[src/rtl/npu_pkg.sv]
// Shared NPU definitions: weight width and the weight-load controller state encoding.
package npu_pkg;

  localparam int unsigned WEIGHT_W = 8;

  typedef enum logic [1:0] {
    StIdle,
    StFetch,
    StDrain,
    StReady
  } w_ld_state_t;

endpackage

[src/rtl/w_load_ctrl_if.sv]
// Handshake, SRAM read and circular-register signals of the weight-load controller.
interface w_load_ctrl_if
  import npu_pkg::*;
#(
  parameter int unsigned K_H    = 3,
  parameter int unsigned K_W    = 3,
  parameter int unsigned ADDR_W = 10
);

  localparam int unsigned ColW = (K_W > 1) ? $clog2(K_W) : 1;

  logic                             start;
  logic [ADDR_W-1:0]                base_addr;
  logic                             start_ready;
  logic                             release_req;
  logic                             step;
  logic                             mem_rd_en;
  logic [ADDR_W-1:0]                mem_addr;
  logic [K_H*WEIGHT_W-1:0]          mem_rd_data;
  logic                             clear;
  logic                             load_en;
  logic [K_H-1:0][WEIGHT_W-1:0]     in_data;
  logic                             shift;
  logic                             w_valid;
  logic [ColW-1:0]                  col_idx;

  modport slave (
    input  start, base_addr, release_req, step, mem_rd_data,
    output start_ready, mem_rd_en, mem_addr, clear, load_en, in_data, shift, w_valid, col_idx
  );

  modport master (
    output start, base_addr, release_req, step, mem_rd_data,
    input  start_ready, mem_rd_en, mem_addr, clear, load_en, in_data, shift, w_valid, col_idx
  );

endinterface

[src/rtl/w_load_ctrl.sv]
// Weight-load controller: fetches one K_H x K_W kernel column-by-column into the PE circular
// weight register, then turns step requests into single-cycle shift pulses.
module w_load_ctrl
  import npu_pkg::*;
#(
  parameter int unsigned K_H    = 3,
  parameter int unsigned K_W    = 3,
  parameter int unsigned ADDR_W = 10
) (
  input logic         clk,
  input logic         rst,
  w_load_ctrl_if.slave bus
);

  localparam int unsigned ColW = (K_W > 1) ? $clog2(K_W) : 1;
  localparam logic [ColW-1:0] LastCol = ColW'(K_W - 1);

  w_ld_state_t       state_q, state_d;
  logic [ColW-1:0]   rd_cnt_q, rd_cnt_d;
  logic [ColW-1:0]   col_idx_q, col_idx_d;
  logic [ADDR_W-1:0] base_q, base_d;
  logic              load_en_q;
  logic              shift_q, shift_d;
  logic              fetching;

  always_comb begin
    state_d   = state_q;
    rd_cnt_d  = rd_cnt_q;
    col_idx_d = col_idx_q;
    base_d    = base_q;
    shift_d   = 1'b0;
    unique case (state_q)
      StIdle: begin
        if (bus.start) begin
          state_d   = StFetch;
          rd_cnt_d  = '0;
          col_idx_d = '0;
          base_d    = bus.base_addr;
        end
      end
      StFetch: begin
        if (rd_cnt_q == LastCol) begin
          state_d  = StDrain;
          rd_cnt_d = '0;
        end else begin
          rd_cnt_d = rd_cnt_q + ColW'(1);
        end
      end
      StDrain: state_d = StReady;
      StReady: begin
        // Reload wins over release; a step alongside either is dropped.
        if (bus.start) begin
          state_d   = StFetch;
          rd_cnt_d  = '0;
          col_idx_d = '0;
          base_d    = bus.base_addr;
        end else if (bus.release_req) begin
          state_d = StIdle;
        end else if (bus.step) begin
          shift_d   = 1'b1;
          col_idx_d = (col_idx_q == LastCol) ? '0 : col_idx_q + ColW'(1);
        end
      end
      default: state_d = StIdle;
    endcase
  end

  always_ff @(posedge clk) begin
    if (rst) begin
      state_q   <= StIdle;
      rd_cnt_q  <= '0;
      col_idx_q <= '0;
      base_q    <= '0;
      load_en_q <= 1'b0;
      shift_q   <= 1'b0;
    end else begin
      state_q   <= state_d;
      rd_cnt_q  <= rd_cnt_d;
      col_idx_q <= col_idx_d;
      base_q    <= base_d;
      // SRAM data lands one cycle after the read strobe.
      load_en_q <= fetching;
      shift_q   <= shift_d;
    end
  end

  assign fetching        = (state_q == StFetch);
  assign bus.mem_rd_en   = fetching;
  assign bus.mem_addr    = fetching ? base_q + ADDR_W'(rd_cnt_q) : '0;
  assign bus.clear       = fetching && (rd_cnt_q == '0);
  assign bus.load_en     = load_en_q;
  assign bus.shift       = shift_q;
  assign bus.w_valid     = (state_q == StReady);
  assign bus.start_ready = (state_q == StIdle) || (state_q == StReady);
  assign bus.col_idx     = col_idx_q;

  always_comb begin
    for (int i = 0; i < int'(K_H); i++) begin
      bus.in_data[i] = bus.mem_rd_data[WEIGHT_W*i +: WEIGHT_W];
    end
  end

endmodule

[src/flat_wrapper.sv]
// flat-port wrapper written by rule: the top's interface ports become plain ports
module w_load_ctrl_flat import npu_pkg::*;
#(
  parameter int unsigned K_H    = 3,
  parameter int unsigned K_W    = 3,
  parameter int unsigned ADDR_W = 10
)
  (clk, rst, bus_start, bus_base_addr, bus_release_req, bus_step, bus_mem_rd_data, bus_start_ready, bus_mem_rd_en, bus_mem_addr, bus_clear, bus_load_en, bus_in_data, bus_shift, bus_w_valid, bus_col_idx);
  w_load_ctrl_if #(.K_H(K_H), .K_W(K_W), .ADDR_W(ADDR_W)) bus_i ();
  input logic clk;
  input logic rst;
  input wire logic [$bits(bus_i.start)-1:0] bus_start;
  input wire logic [$bits(bus_i.base_addr)-1:0] bus_base_addr;
  input wire logic [$bits(bus_i.release_req)-1:0] bus_release_req;
  input wire logic [$bits(bus_i.step)-1:0] bus_step;
  input wire logic [$bits(bus_i.mem_rd_data)-1:0] bus_mem_rd_data;
  output wire logic [$bits(bus_i.start_ready)-1:0] bus_start_ready;
  output wire logic [$bits(bus_i.mem_rd_en)-1:0] bus_mem_rd_en;
  output wire logic [$bits(bus_i.mem_addr)-1:0] bus_mem_addr;
  output wire logic [$bits(bus_i.clear)-1:0] bus_clear;
  output wire logic [$bits(bus_i.load_en)-1:0] bus_load_en;
  output wire logic [$bits(bus_i.in_data)-1:0] bus_in_data;
  output wire logic [$bits(bus_i.shift)-1:0] bus_shift;
  output wire logic [$bits(bus_i.w_valid)-1:0] bus_w_valid;
  output wire logic [$bits(bus_i.col_idx)-1:0] bus_col_idx;
  assign bus_i.start = bus_start;
  assign bus_i.base_addr = bus_base_addr;
  assign bus_i.release_req = bus_release_req;
  assign bus_i.step = bus_step;
  assign bus_i.mem_rd_data = bus_mem_rd_data;
  assign bus_start_ready = bus_i.start_ready;
  assign bus_mem_rd_en = bus_i.mem_rd_en;
  assign bus_mem_addr = bus_i.mem_addr;
  assign bus_clear = bus_i.clear;
  assign bus_load_en = bus_i.load_en;
  assign bus_in_data = bus_i.in_data;
  assign bus_shift = bus_i.shift;
  assign bus_w_valid = bus_i.w_valid;
  assign bus_col_idx = bus_i.col_idx;
  w_load_ctrl #(.K_H(K_H), .K_W(K_W), .ADDR_W(ADDR_W)) u_core (.clk(clk), .rst(rst), .bus(bus_i));
endmodule
[config.mk]
export PLATFORM = sky130hd
export DESIGN_NAME = w_load_ctrl_flat
export DESIGN_NICKNAME = d
export VERILOG_FILES = /design/src/rtl/npu_pkg.sv /design/src/rtl/w_load_ctrl_if.sv /design/src/rtl/w_load_ctrl.sv /design/src/flat_wrapper.sv
export SDC_FILE = /design/constraint.sdc
export NUM_CORES = 1
export LEC_CHECK = 0
export BUFFER_PORTS_ARGS = -buffer_cell sky130_fd_sc_hd__buf_2
export CAP_MARGIN = 0
export CORE_MARGIN = 8
export CORE_UTILIZATION = 30
export CTS_CLUSTER_SIZE = 40
export DETAILED_ROUTE_END_ITERATION = 8
export GPL_ROUTABILITY_DRIVEN = 1
export PLACE_DENSITY = 0.6
export RECOVER_POWER = 100
export SYNTH_ARGS = -nofsm -noshare
export SYNTH_HDL_FRONTEND = slang
export SYNTH_SLANG_ARGS = --single-unit
[constraint.sdc]
create_clock -name clk -period 1.7 [get_ports clk]
set_input_delay 0.085 -clock clk [delete_from_list [all_inputs] [get_ports clk]]
set_output_delay 0.085 -clock clk [all_outputs]
set_load 0.005 [all_outputs]
==> results of run 1 <==
## worst paths after layout
path                                  startpoint                            end  slack [ps]  cells after the start
setup / recovery   u_core.base_q[0]$_SDFFE_PP0P_                bus_mem_addr[8]        -160                      7
hold / removal                  bus_base_addr[0]  u_core.base_q[0]$_SDFFE_PP0P_          60                      3
setup reg to reg  u_core.state_q[0]$_SDFFE_PP0P_  u_core.base_q[5]$_SDFFE_PP0P_         170                      6
hold reg to reg    u_core.base_q[9]$_SDFFE_PP0P_  u_core.base_q[9]$_SDFFE_PP0P_         480                      2
## power by group
group | internal [mW] | leakage [nW] | switching (mW) | total (mW)
sequential | 0.507 | 0.150 | 0.0799 | 0.587
combinational | 0.293 | 0.429 | 0.371 | 0.663
clock | 0.206 | 0.0288 | 0.152 | 0.358
## worst reg2reg max path, cell delays in order, from the launching register on
cell and delay, ps:
dfxtp_1 370, inv_1 90, ha_1 370, nor2b_1 230, clkbuf_2 210, nand2_1 70, a21oi_1 120
## area by class of cell
| class | count | area share |
|---|---|---|
| well taps | 48 | 0.0424 |
| repair buffers | 42 | 0.163 |
| inverters | 5 | 0.0133 |
| multi-input cells | 97 | 0.481 |
| clock buffers | 4 | 0.0389 |
| flip-flops and latches | 18 | 0.261 |
## kinds of logic (layout without fill, tap and decap cells)
logic type      after synthesis  after routing
simple gates                 57             57
buf+inv                      33             51
compound gates               27             27
flops                        18             18
fa+ha+maj                     6              6
xor+xnor                      6              6
mux                           1              1
## metal layers
| metal | up-vias | global-route usage |
|---|---|---|
| li1 | 505 | - |
| met1 | 447 | 0.0903 |
| met2 | 30 | 0.153 |
| met3 | 6 | 0.0319 |
| met4 | 0 | 0.0352 |
| met5 | - | 0 |
## stage by stage
step | hold slack (ps) | cell area, sq um | cells | power (mW)
after floorplan | 221 | 1170 | 148 | 1.03
after global placement | 170 | 1230 | 205 | 1.23
after detailed placement | 170 | 1230 | 205 | 1.23
after CTS | 57.6 | 1380 | 212 | 1.62
after global routing | 61.1 | 1420 | 214 | 1.74
final | 56.7 | 1420 | 214 | 1.61
## state kept, by name (all words and copies together) (netlist names)
register,flops
u_core.base_q,10
u_core.bus.col_idx,2
u_core.rd_cnt_q,2
u_core.state_q,2
u_core.bus.load_en,1
u_core.bus.shift,1
## cells in the final DEF, fill, tap and decap left out, drive strengths merged
master	instances
a31o	1
nand4	1
xnor2	3
a21oi	15
nand3	4
ha	5
o21bai	1
or2b	1
o22ai	1
fa	1
clkbuf	11
or3	2
nor4	2
o21ai	3
o21ba	1
inv	5
a21o	1
nand2b	2
and2	7
mux2i	1
buf	35
nor2	3
xor2	3
nand2	25
a21boi	2
dfxtp	18
nor2b	4
a22oi	2
nor3b	2
nor3	2
and3	2
## timing repair
action                                  CTS  global route
buffers inserted                          3             2
endpoints found under the setup margin    8             9
pin swaps                                 9            11
resized for setup                        16             9
endpoints found under the hold margin     0             0
==> flow_summary.ini, run 1 <==
[pwr]
p_per_area_nw_per_um2 = 1140
ir_drop_uv = 534
power.leakage_nw = 0.608

[route]
drtIter0Drc = 18
wl_met3_um = 162
wire_per_inst_um = 12.7
via_per_inst = 4.62
top_layer = met4
drt-pass1-iter-count = 3
met1_length_um = 1190
ant_nets = 0
wl_um = 2720
vias = 988
drc = 0
wl_met2_um = 1330

[clocking]
ctsHoldBuffers = 0
clkLatencyLatePin_ps = 260
cts_buffer_depth = 2
path_clk_slew_ps = 70
cts_sinks = 18
cts-root-buf = clkbuf_8
tritoncts = done
htree_levels = 1
numCtsBuffers = 3

[layout]
seqCellArea_sq_um = 370
multi_input_area_sq_um = 681
drive_gt1_frac = 0.373
area_growth_pct = 20.9
final_util = 0.381
n_antenna_cell = 0
layout.nets = 212
fillers = 422

[timing]
slew_headroom = 0.726
post-route-period-util = 1.09
rsz0062_at_grt = true
fmax_mhz = 538
final-setup-viol-count = 8
finalMaxSlewViolations = 0
period_needed_ps = 1860
setup_slack_ps = -160
hold_viol = 0
worst_pin_slew_ps = 407
skew_ps = 3.00
setup_tns_ps = -726

[global_routing]
grt_usage = 0.0866
grt_overflow = 0
grt_max_degree = 19
antenna_found_initial = 0
grt_pass1_wl_um = 4420
grt_pass1_vias = 1008

[floorplanning]
rows = 22
chipWidth_um = 78.5
coreArea_sq_um = 3720
dieArea_sq_um = 6160
start_util = 0.315
pin_count = 81
die_h_um = 78.5

[yosys]
synthSimpleGateAreaFrac = 0.248
synth_common_cells = 24 x buf_4, 24 x nand2_1, 18 x dfxtp_1
synthAdderAreaFrac = 0.0705
synth-xor-area-share = 0.0449
ys_ff_latch = 18
synth_cell_types = 35
synth_ff_type = dfxtp_1
netlist_instances = 148
syn_avg_cell_area_sq_um = 7.91
synth_compound_area_frac = 0.137
synth_nets = 193
synth_top_family_by_area = simple AND/OR/NAND/NOR gates
synth_area_leaders = dfxtp_1 31%, buf_4 15%, nand2_1 7.7%
synth_top_area_cell = dfxtp_1
synth_area_sq_um = 1170
synth-warning-count = 0
async_flop_share = 0
yosysSeqAreaShare = 0.308
synth_edf_count = 0
synth.top_cell.area_share = 0.308
synthMuxAreaShare = 0.00855

[placed_design]
routabilityCongestion = 0.829
dpl.hpwl_um = 1990
port_buffers = 32
pre_cts_slack_ps = 9.32

[worst_setup_path]
end_kind = primary output
critPathSlowestCell = dfxtp_2
critPathLaunchType = flip-flop
path_max_fanout = 3
required_ps = 1620
critical_path_arrival_ps = 1780
worst-setup-path-type = flip-flop to primary output
cpPeakStageDelay_ps = 360
crit_family = simple AND/OR/NAND/NOR gates
crit_buf_inv = 1
crit_chain = ha_4 -> fa_2 -> and3_4 -> nand2_2 -> or3_1 -> a21boi_1 -> buf_2

[hold_path]
hold_path.class = input port to flip-flop

[status]
status = complete, but fails checks
violations = negative setup slack

[run]
cap_violations = 0
No activity file was read; power rests on OpenSTA's default activity.
==> run 2: changes to the inputs <==
clock period = 2.1 ns   (was 1.7 ns; I/O delays follow)
==> run 2 against run 1 <==
The flow now finishes without violations. Flip-flop and latch count is the same. Sequential power fell by 20%. Clock power fell by 19%. Routed wire length fell by 8.4%. Worst hold slack gained 15 ps. Critical endpoint is now bus_mem_addr[6].
==> flow_summary.ini, run 2 (synthesis gave the netlist of run 1 again) <==
[placed_design]
port_buffers = 32
routabilityCongestion = 0.795
dpl.hpwl_um = 1940

[clocking]
cts-root-buf = clkbuf_8
cts_resized = 0
htree_levels = 1
clkLatencyLatePin_ps = 260
cts_sinks = 18
path_clk_slew_ps = 70
cts_setup_buffers = 0
numCtsBuffers = 3
cts_buffer_depth = 2
ctsHoldBuffers = 0
tritoncts = done

[worst_setup_path]
path_max_fanout = 5
cpPeakStageDelay_ps = 450
crit_chain = ha_4 -> fa_1 -> and3_4 -> nand3_1 -> xnor2_1 -> and2_1 -> buf_2
critPathSlowestCell = fa_1
critical_path_arrival_ps = 1860
required_ps = 2000
worst-setup-path-type = flip-flop to primary output
end_kind = primary output
critPathLaunchType = flip-flop
crit_family = adder cells
crit_buf_inv = 1

[layout]
fillers = 412
n_antenna_cell = 0
layout_commonest_cell = nand2_1
largest_reg_flops = 10
largest_register = u_core.base_q
drive_gt1_frac = 0.215
area_growth_pct = 7.69
most-common-layout-cells = 24 x nand2_1, 23 x buf_2, 16 x dfxtp_1
layout.nets = 204

[floorplanning]
die_h_um = 78.5
dieArea_sq_um = 6160
coreArea_sq_um = 3720
chipWidth_um = 78.5
start_util = 0.315
pin_count = 81
rows = 22

[route]
wire_per_inst_um = 12.1
vias = 945
ant_nets = 0
wl_um = 2490
via_per_inst = 4.59
drtIter0Drc = 46
drc = 0
drt-pass1-iter-count = 4

[timing]
finalMaxSlewViolations = 0
skew_ps = 5.01
fmax_mhz = 508
final-setup-viol-count = 0
worst_pin_slew_ps = 501
setup_tns_ps = 0
post-route-period-util = 0.938
period_needed_ps = 1970
rsz0062_at_grt = false
hold_viol = 0
slew_headroom = 0.666

[status]
status = complete, no violations

[global_routing]
grt_usage = 0.0810
grt_pass1_wl_um = 4120
antenna_found_initial = 0
grt_max_degree = 19
grt_pass1_vias = 932
grt_overflow = 0

[hold_path]
hold_path.class = input port to flip-flop

[pwr]
p_per_area_nw_per_um2 = 973
power.leakage_nw = 0.512
ir_drop_uv = 398
power_mw = 1.23

[run]
cap_violations = 0
## run 2: cell count changes in the layout (fill, tap and decap cells not counted), sizes merged
cell / delta
buf: -12
clkbuf: +4
## run 2: final cells by class
cell class,count,area [sq um],share of cell area
multi-input cells,97,608,0.482
inverters,5,18.8,0.0149
repair buffers,34,156,0.124
well taps,48,60.1,0.0476
flip-flops and latches,18,363,0.288
clock buffers,4,55.1,0.0437
## run 2: metrics by stage
| step | std cells | utilization | hold slack, ps | worst slack (ps) | cell area (sq um) |
|---|---|---|---|---|---|
| after global placement | 202 | 0.326 | 210 | 358 | 1210 |
| after floorplan | 148 | - | 241 | 508 | 1170 |
| after CTS | 206 | 0.340 | 76.1 | 32.1 | 1260 |
| after global routing | 206 | 0.339 | 80.6 | 8.98 | 1260 |
| final | 206 | 0.339 | 71.3 | 131 | 1260 |
| after detailed placement | 202 | 0.326 | 210 | 328 | 1210 |
## run 2: final timing paths
kind	start	end	slack (ps)	cells after the start
min	bus_base_addr[0]	u_core.base_q[0]$_SDFFE_PP0P_	70	3
max reg2reg	u_core.state_q[0]$_SDFFE_PP0P_	u_core.base_q[4]$_SDFFE_PP0P_	340	6
max	u_core.rd_cnt_q[0]$_SDFFE_PP0P_	bus_mem_addr[6]	130	7
min reg2reg	u_core.base_q[9]$_SDFFE_PP0P_	u_core.base_q[9]$_SDFFE_PP0P_	470	2
## run 2: tightest hold or removal path: cells and delay by family
kind / cells / cell delay, ps
compound gates: 1 / 50
buf+inv: 1 / 90
simple gates: 1 / 40
## run 2: power breakdown
part	internal, mW	total, mW	leakage [nW]	switching, mW
clock network	0.167	0.289	0.0288	0.122
logic	0.192	0.467	0.336	0.275
registers	0.408	0.471	0.148	0.0629
## run 2: per-layer routing
layer / part of all wire / global-route usage
met3: 0.087 / 0.0376
met5: 0 / 0
met1: 0.43 / 0.0886
met4: 0.0072 / 0.0278
met2: 0.47 / 0.135
